## config.mk

```make
export PLATFORM = sky130hd
export DESIGN_NAME = gap_cell_pipe
export DESIGN_NICKNAME = d
export VERILOG_FILES = /design/src/rtl/gap_cell_pipe.sv
export SDC_FILE = /design/constraint.sdc
export NUM_CORES = 1
export LEC_CHECK = 0
export CORE_MARGIN = 2
export CORE_UTILIZATION = 40
export CTS_BUF_LIST = sky130_fd_sc_hd__clkbuf_8
export DETAILED_ROUTE_END_ITERATION = 7
export SYNTH_ARGS = -nofsm -noshare
export SYNTH_HDL_FRONTEND = slang
export SYNTH_SLANG_ARGS = --single-unit
```

## constraint.sdc

```tcl
create_clock -name clk -period 7.7 [get_ports clk]
set_input_delay 2.31 -clock clk [delete_from_list [all_inputs] [get_ports clk]]
set_output_delay 2.31 -clock clk [all_outputs]
set_load 0.01 [all_outputs]
```

## src/rtl/gap_cell_pipe.sv

```systemverilog
// gap_cell_pipe: pipelined single-gap recurrence cell for the 3-sequence
// (x,y,z) DP aligner. One instance per gap direction DIR computes that
// direction's gap score from the seven predecessor scores (m, ixy, iyz, ixz,
// ix, iy, iz). Each predecessor has a direction-dependent penalty subtracted
// and is clamped at NEG_INF. The largest result is returned together with the
// index of its predecessor (out_ptr).
//
// Pipeline: S1 penalise+clamp -> S2 pairwise max -> S3 final max (3 cycles).
//
// Ports:
//   clk, rst_n           clock (rising edge), asynchronous active-low reset
//   in_valid/in_ready    input bundle handshake
//   in_m .. in_iz        seven signed W-bit predecessor scores
//   out_valid/out_ready  result handshake
//   out_score            max of penalised predecessors (signed W bits)
//   out_ptr              winning predecessor, 0..6 = m,ixy,iyz,ixz,ix,iy,iz
//
// Handshake: a bundle moves across a boundary on a clock edge where valid and
// ready are both high. A producer holds valid and its data stable until that
// edge. Each stage loads when it is empty or its successor is loading, so the
// pipe holds up to 3 bundles and streams one per cycle under out_ready=1.
module gap_cell_pipe #(
    parameter int W   = 12,
    parameter int G0  = 2,
    parameter int GE  = 1,
    parameter int DIR = 1
) (
    input  logic                clk,
    input  logic                rst_n,
    input  logic                in_valid,
    output logic                in_ready,
    input  logic signed [W-1:0] in_m,
    input  logic signed [W-1:0] in_ixy,
    input  logic signed [W-1:0] in_iyz,
    input  logic signed [W-1:0] in_ixz,
    input  logic signed [W-1:0] in_ix,
    input  logic signed [W-1:0] in_iy,
    input  logic signed [W-1:0] in_iz,
    output logic                out_valid,
    input  logic                out_ready,
    output logic signed [W-1:0] out_score,
    output logic [2:0]          out_ptr
);

    localparam logic signed [W-1:0] NEG_INF     = {1'b1, {(W-1){1'b0}}};
    localparam logic signed [W+1:0] NEG_INF_EXT = {3'b111, {(W-1){1'b0}}};

    // Gap penalty per predecessor index for this cell's direction.
    // Pair gaps: ixy={x,y}, iyz={y,z}, ixz={x,z}; singles ix, iy, iz.
    function automatic logic signed [W+1:0] pen_of(input int idx);
        int p;
        case (idx)
            0:       p = 2 * G0;
            1:       p = (DIR == 0 || DIR == 1) ? G0 + GE : 2 * G0;
            2:       p = (DIR == 1 || DIR == 2) ? G0 + GE : 2 * G0;
            3:       p = (DIR == 0 || DIR == 2) ? G0 + GE : 2 * G0;
            4:       p = (DIR == 0) ? 2 * GE : G0 + GE;
            5:       p = (DIR == 1) ? 2 * GE : G0 + GE;
            default: p = (DIR == 2) ? 2 * GE : G0 + GE;
        endcase
        return p[W+1:0];
    endfunction

    logic                ld1, ld2, ld3;
    logic                v1, v2;
    logic signed [W-1:0] in_s [7];
    logic signed [W+1:0] ext  [7];
    logic signed [W+1:0] diff [7];
    logic signed [W-1:0] s1_n [7];
    logic signed [W-1:0] s1   [7];
    logic signed [W-1:0] s2_n [4];
    logic [2:0]          p2_n [4];
    logic signed [W-1:0] s2   [4];
    logic [2:0]          p2   [4];
    logic signed [W-1:0] best;
    logic [2:0]          best_ptr;

    // Backward load chain: a stage may load if empty or its successor loads.
    assign ld3      = !out_valid || out_ready;
    assign ld2      = !v2 || ld3;
    assign ld1      = !v1 || ld2;
    assign in_ready = ld1;

    // S1: subtract in W+2 bits so nothing wraps, then clamp at NEG_INF.
    always_comb begin
        in_s[0] = in_m;
        in_s[1] = in_ixy;
        in_s[2] = in_iyz;
        in_s[3] = in_ixz;
        in_s[4] = in_ix;
        in_s[5] = in_iy;
        in_s[6] = in_iz;
        for (int i = 0; i < 7; i++) begin
            ext[i]  = {{2{in_s[i][W-1]}}, in_s[i]};
            diff[i] = ext[i] - pen_of(i);
            if (in_s[i] == NEG_INF || diff[i] < NEG_INF_EXT)
                s1_n[i] = NEG_INF;
            else
                s1_n[i] = diff[i][W-1:0];
        end
    end

    // S2: pairwise max; '>=' keeps the lower index on ties.
    always_comb begin
        for (int k = 0; k < 3; k++) begin
            if (s1[2*k] >= s1[2*k+1]) begin
                s2_n[k] = s1[2*k];
                p2_n[k] = 3'(2 * k);
            end else begin
                s2_n[k] = s1[2*k+1];
                p2_n[k] = 3'(2 * k + 1);
            end
        end
        s2_n[3] = s1[6];
        p2_n[3] = 3'd6;
    end

    // S3: candidates are ordered by index, so strict '>' keeps the lowest.
    always_comb begin
        best     = s2[0];
        best_ptr = p2[0];
        for (int k = 1; k < 4; k++) begin
            if (s2[k] > best) begin
                best     = s2[k];
                best_ptr = p2[k];
            end
        end
    end

    // Data registers only load with a valid bundle, so outputs keep their
    // last (or reset) value through bubbles.
    always_ff @(posedge clk or negedge rst_n) begin
        if (!rst_n) begin
            v1        <= 1'b0;
            v2        <= 1'b0;
            out_valid <= 1'b0;
            out_score <= NEG_INF;
            out_ptr   <= 3'd0;
            for (int i = 0; i < 7; i++) s1[i] <= NEG_INF;
            for (int k = 0; k < 4; k++) begin
                s2[k] <= NEG_INF;
                p2[k] <= 3'd0;
            end
        end else begin
            if (ld1) begin
                v1 <= in_valid;
                if (in_valid) s1 <= s1_n;
            end
            if (ld2) begin
                v2 <= v1;
                if (v1) begin
                    s2 <= s2_n;
                    p2 <= p2_n;
                end
            end
            if (ld3) begin
                out_valid <= v2;
                if (v2) begin
                    out_score <= best;
                    out_ptr   <= best_ptr;
                end
            end
        end
    end

endmodule

```

# After elaboration in Yosys (flattened, before gate mapping)
# Index checks and enable logic that the tools add are counted.
# op_classes
add_sub_neg,7
n_lt_le_gt_ge,13
eq_ne,7
muxes,19
n_reduce_logical,16
# ops
op,n
12-bit 2-to-1 mux,13
"13-bit by 12-bit less-than comparator with 1-bit output, second input constant",7
"12-bit == test, second input constant",7
"12-bit by 3-bit subtractor with 13-bit output, second input constant",5
12-bit >= comparator,3
12-bit > comparator,3
"12-bit by 4-bit subtractor with 13-bit output, second input constant",2
1-bit logical OR,10
3-bit 2-to-1 mux,3
2-bit AND reduction,3
1-bit logical NOT,3
1-bit 2-to-1 mux,3
# totals
regBits,160
in_bits,88
output_inout_bits,17
wordCells,82

# Depth between registers and ports, before layout
# Gate-level depths: netlist of the first run.
# logic_depth
word_depth,6
mapped_depth,33
ltp_nobuf,30

# Worst setup path after synthesis of the first run
# Ideal clock, no wire load.
# synth_timing
path_kind,register -> register
from,register s2[47] in the netlist's numbering
to,register out_score[2]
setup_time_ps,69
arrival_time_ps,6252
t_required_ps,7631
slack_ps,1378
path_stages_with_launch,32
path_buffers,3
period_less_slack_ps,6322
cell_sequence,dfstp_2 > inv_1 > ha_1 > nand4_1 > or2_1 > a21oi_1 > nor3b_4 > nor2_2 > clkbuf_1 > a21oi_1 > ha_1 > and3_1 > nand3_1 > or3_1 > a211o_1 > nand2_1 > a31oi_1 > o21ai_1 > nor2_2 > buf_4 > mux2i_1 > ha_1 > o21a_1 > o21a_1 > o211ai_1 > a21boi_0 > o311ai_0 > o211ai_1 > nor2_1 > clkbuf_1 > o211ai_1 > nand3_1
# synth_between
elab_chain_cells,6
# synth_rtl
item,line,text
start: declaration,73,logic signed [W-1:0] s2 [4];
start signal: assignment,152,s2 <= s2_n;
12-bit > comparator,123,if (s2[k] > best) begin
12-bit 2-to-1 mux *,123,
12-bit > comparator,123,
12-bit 2-to-1 mux *,123,
12-bit > comparator,123,
12-bit 2-to-1 mux *,123,
end signal: assignment,159,out_score <= best;
end: declaration,41,"output logic signed [W-1:0] out_score,"
# Every way passes the cells marked *; elsewhere a longest branch is shown, timed or not.
# A chain may end at the register's enable or synchronous reset.

# Worst setup path in the final report of the first run
# layout_timing
from,register s2[47] in the netlist's numbering
to,register out_score[5]
# Same word-level chain as after synthesis.

==> reports/metrics.csv, run 1 <==
metric,value,unit
yosysMostFrequentCell,nand2_1,
wl,23600,um
async_flop_share,1.00,
clk_pin_slew,0.08,ns
track_usage,0.188,
cts.path.max_buffers,2,
power.total,3.69,mW
ant_nets,0,
slew_violations,0,
synth-xor-area-share,0.0474,
yosys_warnings,0,
port_buffers,104,
multiInputGateArea,0.00543,sq mm
synth.area.top_cells,"dfrtp_1 (36%), ha_1 (11%), nand2_1 (6.2%)",
dpl.hpwl,17900,um
worstMarginPinSlew,1.12,ns
grt_pass1_vias,7849,
clock-sinks,154,
rsz0062_at_grt,false,
grt_pass1_wl,39500,um
hold_viol_final,0,
cp_max_fo,26,
outcome,completed,
worst_ep_required_time,8.10,ns
maxCapViolations,0,
grt_remaining_overflow,0,
diodes,0,
synth_simple_gate_area_share,0.179,
critPathSlowestCell,dfstp_2,
layout-drive-gt1-share,0.0605,
post-route-util,0.479,
period_needed,6.84,ns
arrival,7.24,ns
synth_fa_ha_area_frac,0.107,
antenna_found_initial,0,
rows,57,
ctsRootBufferMaster,clkbuf_8,
post-place-ws,0.451,ns
syn-num-nets,1275,
ys.flop_type,dfrtp_1,
hold_class,flip-flop to flip-flop,
area_growth,18.4,%
max_stage_delay,0.54,ns
fin_tns_setup,0,ns
postSynthAreaPerCell,8.86,sq um
synth-seq-area-share,0.395,
yosys-top-cells-count,"nand2_1 (162), dfrtp_1 (142), inv_1 (86), ha_1 (83), o21ai_0 (76)",
gp_congestion,0.869,
finalSetupViolations,0,
worst_skew_pair.late_latency,0.46,ns
cts_setup_buffers,0,
relSlewSlack,0.249,
nets,1364,
synth_compound_area_frac,0.178,
yosysTopAreaCell,dfrtp_1,
synth_mux_area_frac,0.0405,
drtIter0Drc,551,
synthCells,1104,
seq_area,0.00387,sq mm
fin_ws,0.855,ns
skew,0.0154,ns
cts_made_buffers,17,
finalCritPeriodShare,0.889,
via_per_inst,5.27,
p_leak,5.18,nW
ys_ff_latch,154,
fillers,2351,
grt_max_degree,60,
synth_edf_count,0,
via_count,8058,
die_w,160,um
drc,0,
core,0.0242,sq mm
wire_per_inst,15.4,um
rrSetupSlack,0.86,ns
crit_path_start_kind,flip-flop,
die_h,160,um
start_util,0.405,
io_pins,105,
synth_top_family_by_area,simple AND/OR/NAND/NOR gates,
ys_types,59,
design.die.area,0.0257,sq mm
synth_top_area_frac,0.363,
cellPowerDensity,318,mW/mm^2
tritoncts,done,
syn_area,0.00978,sq mm
worstSetupPathType,flip-flop to flip-flop,
firstDrtPassIters,5,
htree_levels,4,
crit_path_end_kind,flip-flop,
ir_drop,168,uV
max_clock_freq,0.146,GHz
[report_power, final]
part	internal (mW)	total (mW)	switching [mW]	leakage (nW)
registers	1.01	1.19	0.177	1.87
logic	0.793	1.87	1.07	3.10
clock network	0.320	0.636	0.316	0.204
[state kept, by name (all words and copies together), names as in the netlist]
register   count
s1            84
s2            48
out_score     12
p2             4
out_ptr        3
out_valid      1
v1             1
v2             1
[path summary, 6_finish.rpt]
check,endpoint,depth (start not counted),startpoint
max,out_score[5]$_DFFE_PN0P_,32,s2[47]$_DFFE_PN1P_
min,s2[11]$_DFFE_PN1P_,2,s1[11]$_DFFE_PN1P_
max reg2reg,out_score[5]$_DFFE_PN0P_,32,s2[47]$_DFFE_PN1P_
min reg2reg,s2[11]$_DFFE_PN1P_,2,s1[11]$_DFFE_PN1P_
max in group asynchronous,s2[32]$_DFFE_PN0P_,2,rst_n
min in group asynchronous,out_score[3]$_DFFE_PN0P_,1,rst_n
[critical path: cells and delay by family (launching register included)]
family	cells	cell delay, ns
and+or+nand+nor	14	2.13
AOI/OAI and AO/OA	12	2.80
DFF	1	0.54
adders and majority gates	3	0.76
buffers and inverters	3	0.55
[through the flow]
stage               instances  hold WS, ns  instance area [sq um]
finish                   1530        0.457                  11600
global route             1530        0.482                  11600
CTS                      1530        0.459                  11600
detailed placement       1498        0.448                  11200
global placement         1498        0.447                  11200
floorplan                1104        0.435                   9780
[cells by family after synthesis]
family / count (synthesis)
AOI/OAI and AO/OA: 279
xor gates and xnor gates: 53
adders and majority gates: 84
buffers and inverters: 133
DFF: 154
muxes: 39
and+or+nand+nor: 362
[cells in the final DEF, fill, tap and decap left out, types with 20 or more instances in the layout]
cell and count:
inv_1 87, a21oi_1 56, nor2_1 44, xnor2_1 36
o31ai_1 36, nand2_1 160, dfrtp_1 142, ha_1 83
clkdlybuf4s50_1 103, nor3_1 20, o21ai_0 76, o22ai_1 28
nand3_1 21, mux2i_1 37
[layer usage]
metal	wire length [um]	vias up	part of all wire	global-route usage
met4	234	0	0.0099	0.0442
met2	10800	149	0.46	0.301
li1	-	4099	-	-
met1	11800	3797	0.50	0.270
met3	847	13	0.036	0.0282
met5	0	-	0	0
[layout make-up]
cell class                 instances  share of cell area
multi-input combinational        817               0.469
sequential                       154               0.334
timing repair buffer             117              0.0984
tap                              324              0.0350
inverter                          86              0.0279
clock buffer                      17              0.0202
clock inverter                    15              0.0151
[repair_timing]
action / CTS / global route
gates resized for setup: 0 / 2
hold buffers: 0 / 0
endpoints found under the setup margin: 0 / 14
(Power assumes the default switching activity.)
==> inputs of run 2 (changes only) <==
--- a/config.mk
+++ b/config.mk
@@ -5,6 +5,7 @@
 export SDC_FILE = /design/constraint.sdc
 export NUM_CORES = 1
 export LEC_CHECK = 0
+export ABC_AREA = 1
 export CORE_MARGIN = 2
 export CORE_UTILIZATION = 40
 export CTS_BUF_LIST = sky130_fd_sc_hd__clkbuf_8
==> run 2 against run 1 <==
Against the previous run: count of clock-buffer cells in the layout rose by 3; non-clock buffer count decreased by 5; sequential share of layout area decreased by 1.1 points; worst setup slack improved by 0.73 ns; utilization shrank 0.23 points; sequential power increased by 5%; synthesized cell count grew 22%; register-to-register slack better by 0.73 ns; flip-flop and latch count unchanged; cell count rose by 16%; design area grew 3.4%; largest cell class unchanged; highest routed layer unchanged.
==> reports/metrics.csv, run 2 <==
metric,value,unit,change
outcome,completed,,
maxCapViolations,0,,unchanged
cts_setup_buffers,0,,unchanged
synth_simple_gate_area_share,0.213,,+0.0339
top_regs,"s1 x84, s2 x48, out_score x12",,
worstHoldStart,s1[11]$_DFFE_PN1P_,,
relSlewSlack,0.375,,+0.126
ctsRootBufferMaster,clkbuf_8,,
hold_buffers,0,,unchanged
multiInputGateArea,0.00532,sq mm,-2.2%
clk_pin_slew,0.09,ns,about the same
postSynthAreaPerCell,7.59,sq um,-14%
ys_ff_latch,154,,unchanged
max_clock_freq,0.164,GHz,+12%
crit_path_start_kind,flip-flop,,
grt_util_met2,0.317,,+0.0161
syn_area,0.0102,sq mm,+4.3%
max_stage_delay,0.53,ns,about the same
design.die.area,0.0268,sq mm,+4.2%
synth_top_family_by_area,simple AND/OR/NAND/NOR gates,,
htree_levels,4,,unchanged
finalInstanceArea,0.0120,sq mm,+3.4%
io_pins,105,,unchanged
whs_endpoint,s2[11]$_DFFE_PN1P_,,
cp_top_family,simple AND/OR/NAND/NOR gates,,
period_needed,6.11,ns,-0.734 ns
firstDrtPassIters,5,,unchanged
seq_area,0.00387,sq mm,unchanged
track_usage,0.201,,+0.0126
yosys-top-cells-count,"nand2_1 (231), inv_1 (224), o21ai_0 (154), dfrtp_1 (142), a21oi_1 (95)",,
path_buf_inv,6,,+3
grt_max_degree,81,,+35%
layout-drive-gt1-share,0.0581,,-0.00248
seqPwrFrac,0.234,,-0.088
internal_power,2.67,mW,+26%
finalSetupViolations,0,,unchanged
hold_class,flip-flop to flip-flop,,
crit_path_end_kind,flip-flop,,
grt_remaining_overflow,0,,unchanged
ys.flop_type,dfrtp_1,,
grt_util_met1,0.293,,+0.0230
synth.area.top_cells,"dfrtp_1 (35%), ha_1 (10%), nand2_1 (8.5%)",,
ys_types,48,,-19%
wl,25900,um,+9.5%
place_area,0.0115,sq mm,+3.4%
mostFrequentLayoutCells,"nand2_1 (229), inv_1 (224), o21ai_0 (154)",,
gp_congestion,0.887,,+2.0%
rsz0062_at_grt,false,,
area_growth,17.3,%,
yosys_warnings,0,,unchanged
busiest_layer,met2,,
p_clk_frac,0.123,,-0.049
worstMarginPinSlew,0.937,ns,-0.188 ns
largest_register_ffs,84,,unchanged
slew_violations,0,,unchanged
worst_skew_pair.late_latency,0.46,ns,about the same
nets,1606,,+18%
fin_ws,1.59,ns,+0.734 ns
start_util,0.406,,+0.00167
drc,0,,unchanged
port_buffers,104,,unchanged
rows,58,,+1.8%
via_per_inst,5.01,,-4.9%
arrival,6.46,ns,-0.78 ns
finalCritPeriodShare,0.794,,-0.0953
p_comb_frac,0.643,,+0.137
post-route-util,0.477,,-0.00228
clock-sinks,154,,unchanged
die_w,164,um,+2.1%
yosysMostFrequentCell,nand2_1,,
yosysTopAreaCell,dfrtp_1,,
worstSetupPathType,flip-flop to flip-flop,,
tritoncts,done,,
hold_viol_final,0,,unchanged
synthCells,1344,,+22%
synth_top_area_frac,0.348,,-0.0149
synth_edf_count,0,,unchanged
gr-usage-met3,0.0283,,+0.000132
rrSetupSlack,1.59,ns,+0.73 ns
regMostFlops,s1,,
skew,0.0183,ns,+0.00286 ns
async_flop_share,1.00,,unchanged
synth_compound_area_frac,0.173,,-0.00537
p_leak,5.82,nW,+12%
r2r_start,s2[47]$_DFFE_PN1P_,,
cellPowerDensity,448,mW/mm^2,+41%
synth_mux_area_frac,0.000981,,-0.0396
diodes,0,,unchanged
grt_pass1_wl,42800,um,+8.3%
ant_nets,0,,unchanged
cp_max_fo,27,,+3.8%
ir_drop,359,uV,+110%
post-place-ws,1.63,ns,+1.18 ns
grt_pass1_vias,8359,,+6.5%
cts.path.max_buffers,2,,unchanged
die_h,164,um,+2.1%
fin_tns_setup,0,ns,unchanged
cts_made_buffers,17,,unchanged
worst_r2r_path_depth,33,,+3.1%
core,0.0251,sq mm,+3.9%
reg2reg_to,out_score[7]$_DFFE_PN0P_,,
synth_fa_ha_area_frac,0.102,,-0.00551
whs_path_depth,2,,unchanged
synth-seq-area-share,0.379,,-0.0162
synth-xor-area-share,0.0318,,-0.0157
sw_frac_of_total,0.502,,+0.0777
p_switching,2.69,mW,+72%
antenna_found_initial,0,,unchanged
path_common_cell,nand2_1,,
via_count,8898,,+10%
wire_per_inst,14.6,um,-5.7%
syn-num-nets,1515,,+19%
worst_ep_required_time,8.05,ns,-0.05 ns
final_common_cell,nand2_1,,
drtIter0Drc,625,,+13%
postCtsResizedCells,0,,unchanged
dpl.hpwl,19800,um,+10%
critPathSlowestCell,dfstp_2,,
fillers,2581,,+9.8%
[run 2: cell types whose count changed after synthesis, sizes merged, moves of 40 or more]
cell,previous run,this run
a21oi,56,96
inv,86,225
nand2,162,246
nand3,21,75
o21ai,80,154
[run 2: area by class of cell]
cell class              count  area share
well taps                 330      0.0345
inverters                 226      0.0709
multi-input cells         924       0.444
flip-flops and latches    154       0.323
clock buffers              20      0.0230
clock inverters            11      0.0121
repair buffers            112      0.0921
[run 2: worst max-delay path by stage]
| stage | to | cells past startpoint | slack [ns] | start |
|---|---|---|---|---|
| after floorplan | out_score[10]$_DFFE_PN0P_ | 34 | 2.59 | s2[47]$_DFFE_PN1P_ |
| after global placement | in_ready | 6 | 1.64 | out_ready |
| after detailed placement | in_ready | 6 | 1.63 | out_ready |
| after CTS | out_score[8]$_DFFE_PN0P_ | 30 | 1.61 | s2[47]$_DFFE_PN1P_ |
| after global routing | out_score[7]$_DFFE_PN0P_ | 32 | 0.86 | s2[47]$_DFFE_PN1P_ |
| final | out_score[7]$_DFFE_PN0P_ | 33 | 1.59 | s2[47]$_DFFE_PN1P_ |
[run 2: worst register-to-register path: cells and delay by family, from the launching register on]
kind | cells | cell delay (ns)
compound gates | 8 | 1.33
fa+ha+maj | 3 | 0.92
flops | 1 | 0.53
buf+inv | 6 | 0.87
simple gates | 16 | 2.35
[run 2: cells by family after synthesis]
| group | Yosys count |
|---|---|
| muxes | 1 |
| AOI/OAI and AO/OA | 320 |
| and+or+nand+nor | 483 |
| DFF | 154 |
| xor gates and xnor gates | 37 |
| buffers and inverters | 266 |
| adders and majority gates | 83 |
[run 2: per-layer routing]
layer	up-vias	wire length, um
li1	4651	-
met1	4107	13200
met2	120	11600
met3	20	664
met4	0	329
met5	-	0
[run 2: per-stage QoR]
step,hold WS (ns),std cells,power [mW]
after floorplan,0.442,1344,3.83
after global placement,0.462,1746,4.66
after detailed placement,0.458,1746,4.71
after CTS,0.472,1777,5.39
after global routing,0.499,1777,5.95
final,0.468,1777,5.36
[run 2: power by group through the flow]
stage | Sequential [mW] | Clock (mW) | Combinational (mW)
6_report | 1.25 | 0.658 | 3.45
5_1_grt | 1.28 | 0.712 | 3.95
4_1_cts | 1.25 | 0.672 | 3.47
3_5_place_dp | 1.27 | 0 | 3.44
3_3_place_gp | 1.26 | 0 | 3.39
2_1_floorplan | 1.21 | 0 | 2.62
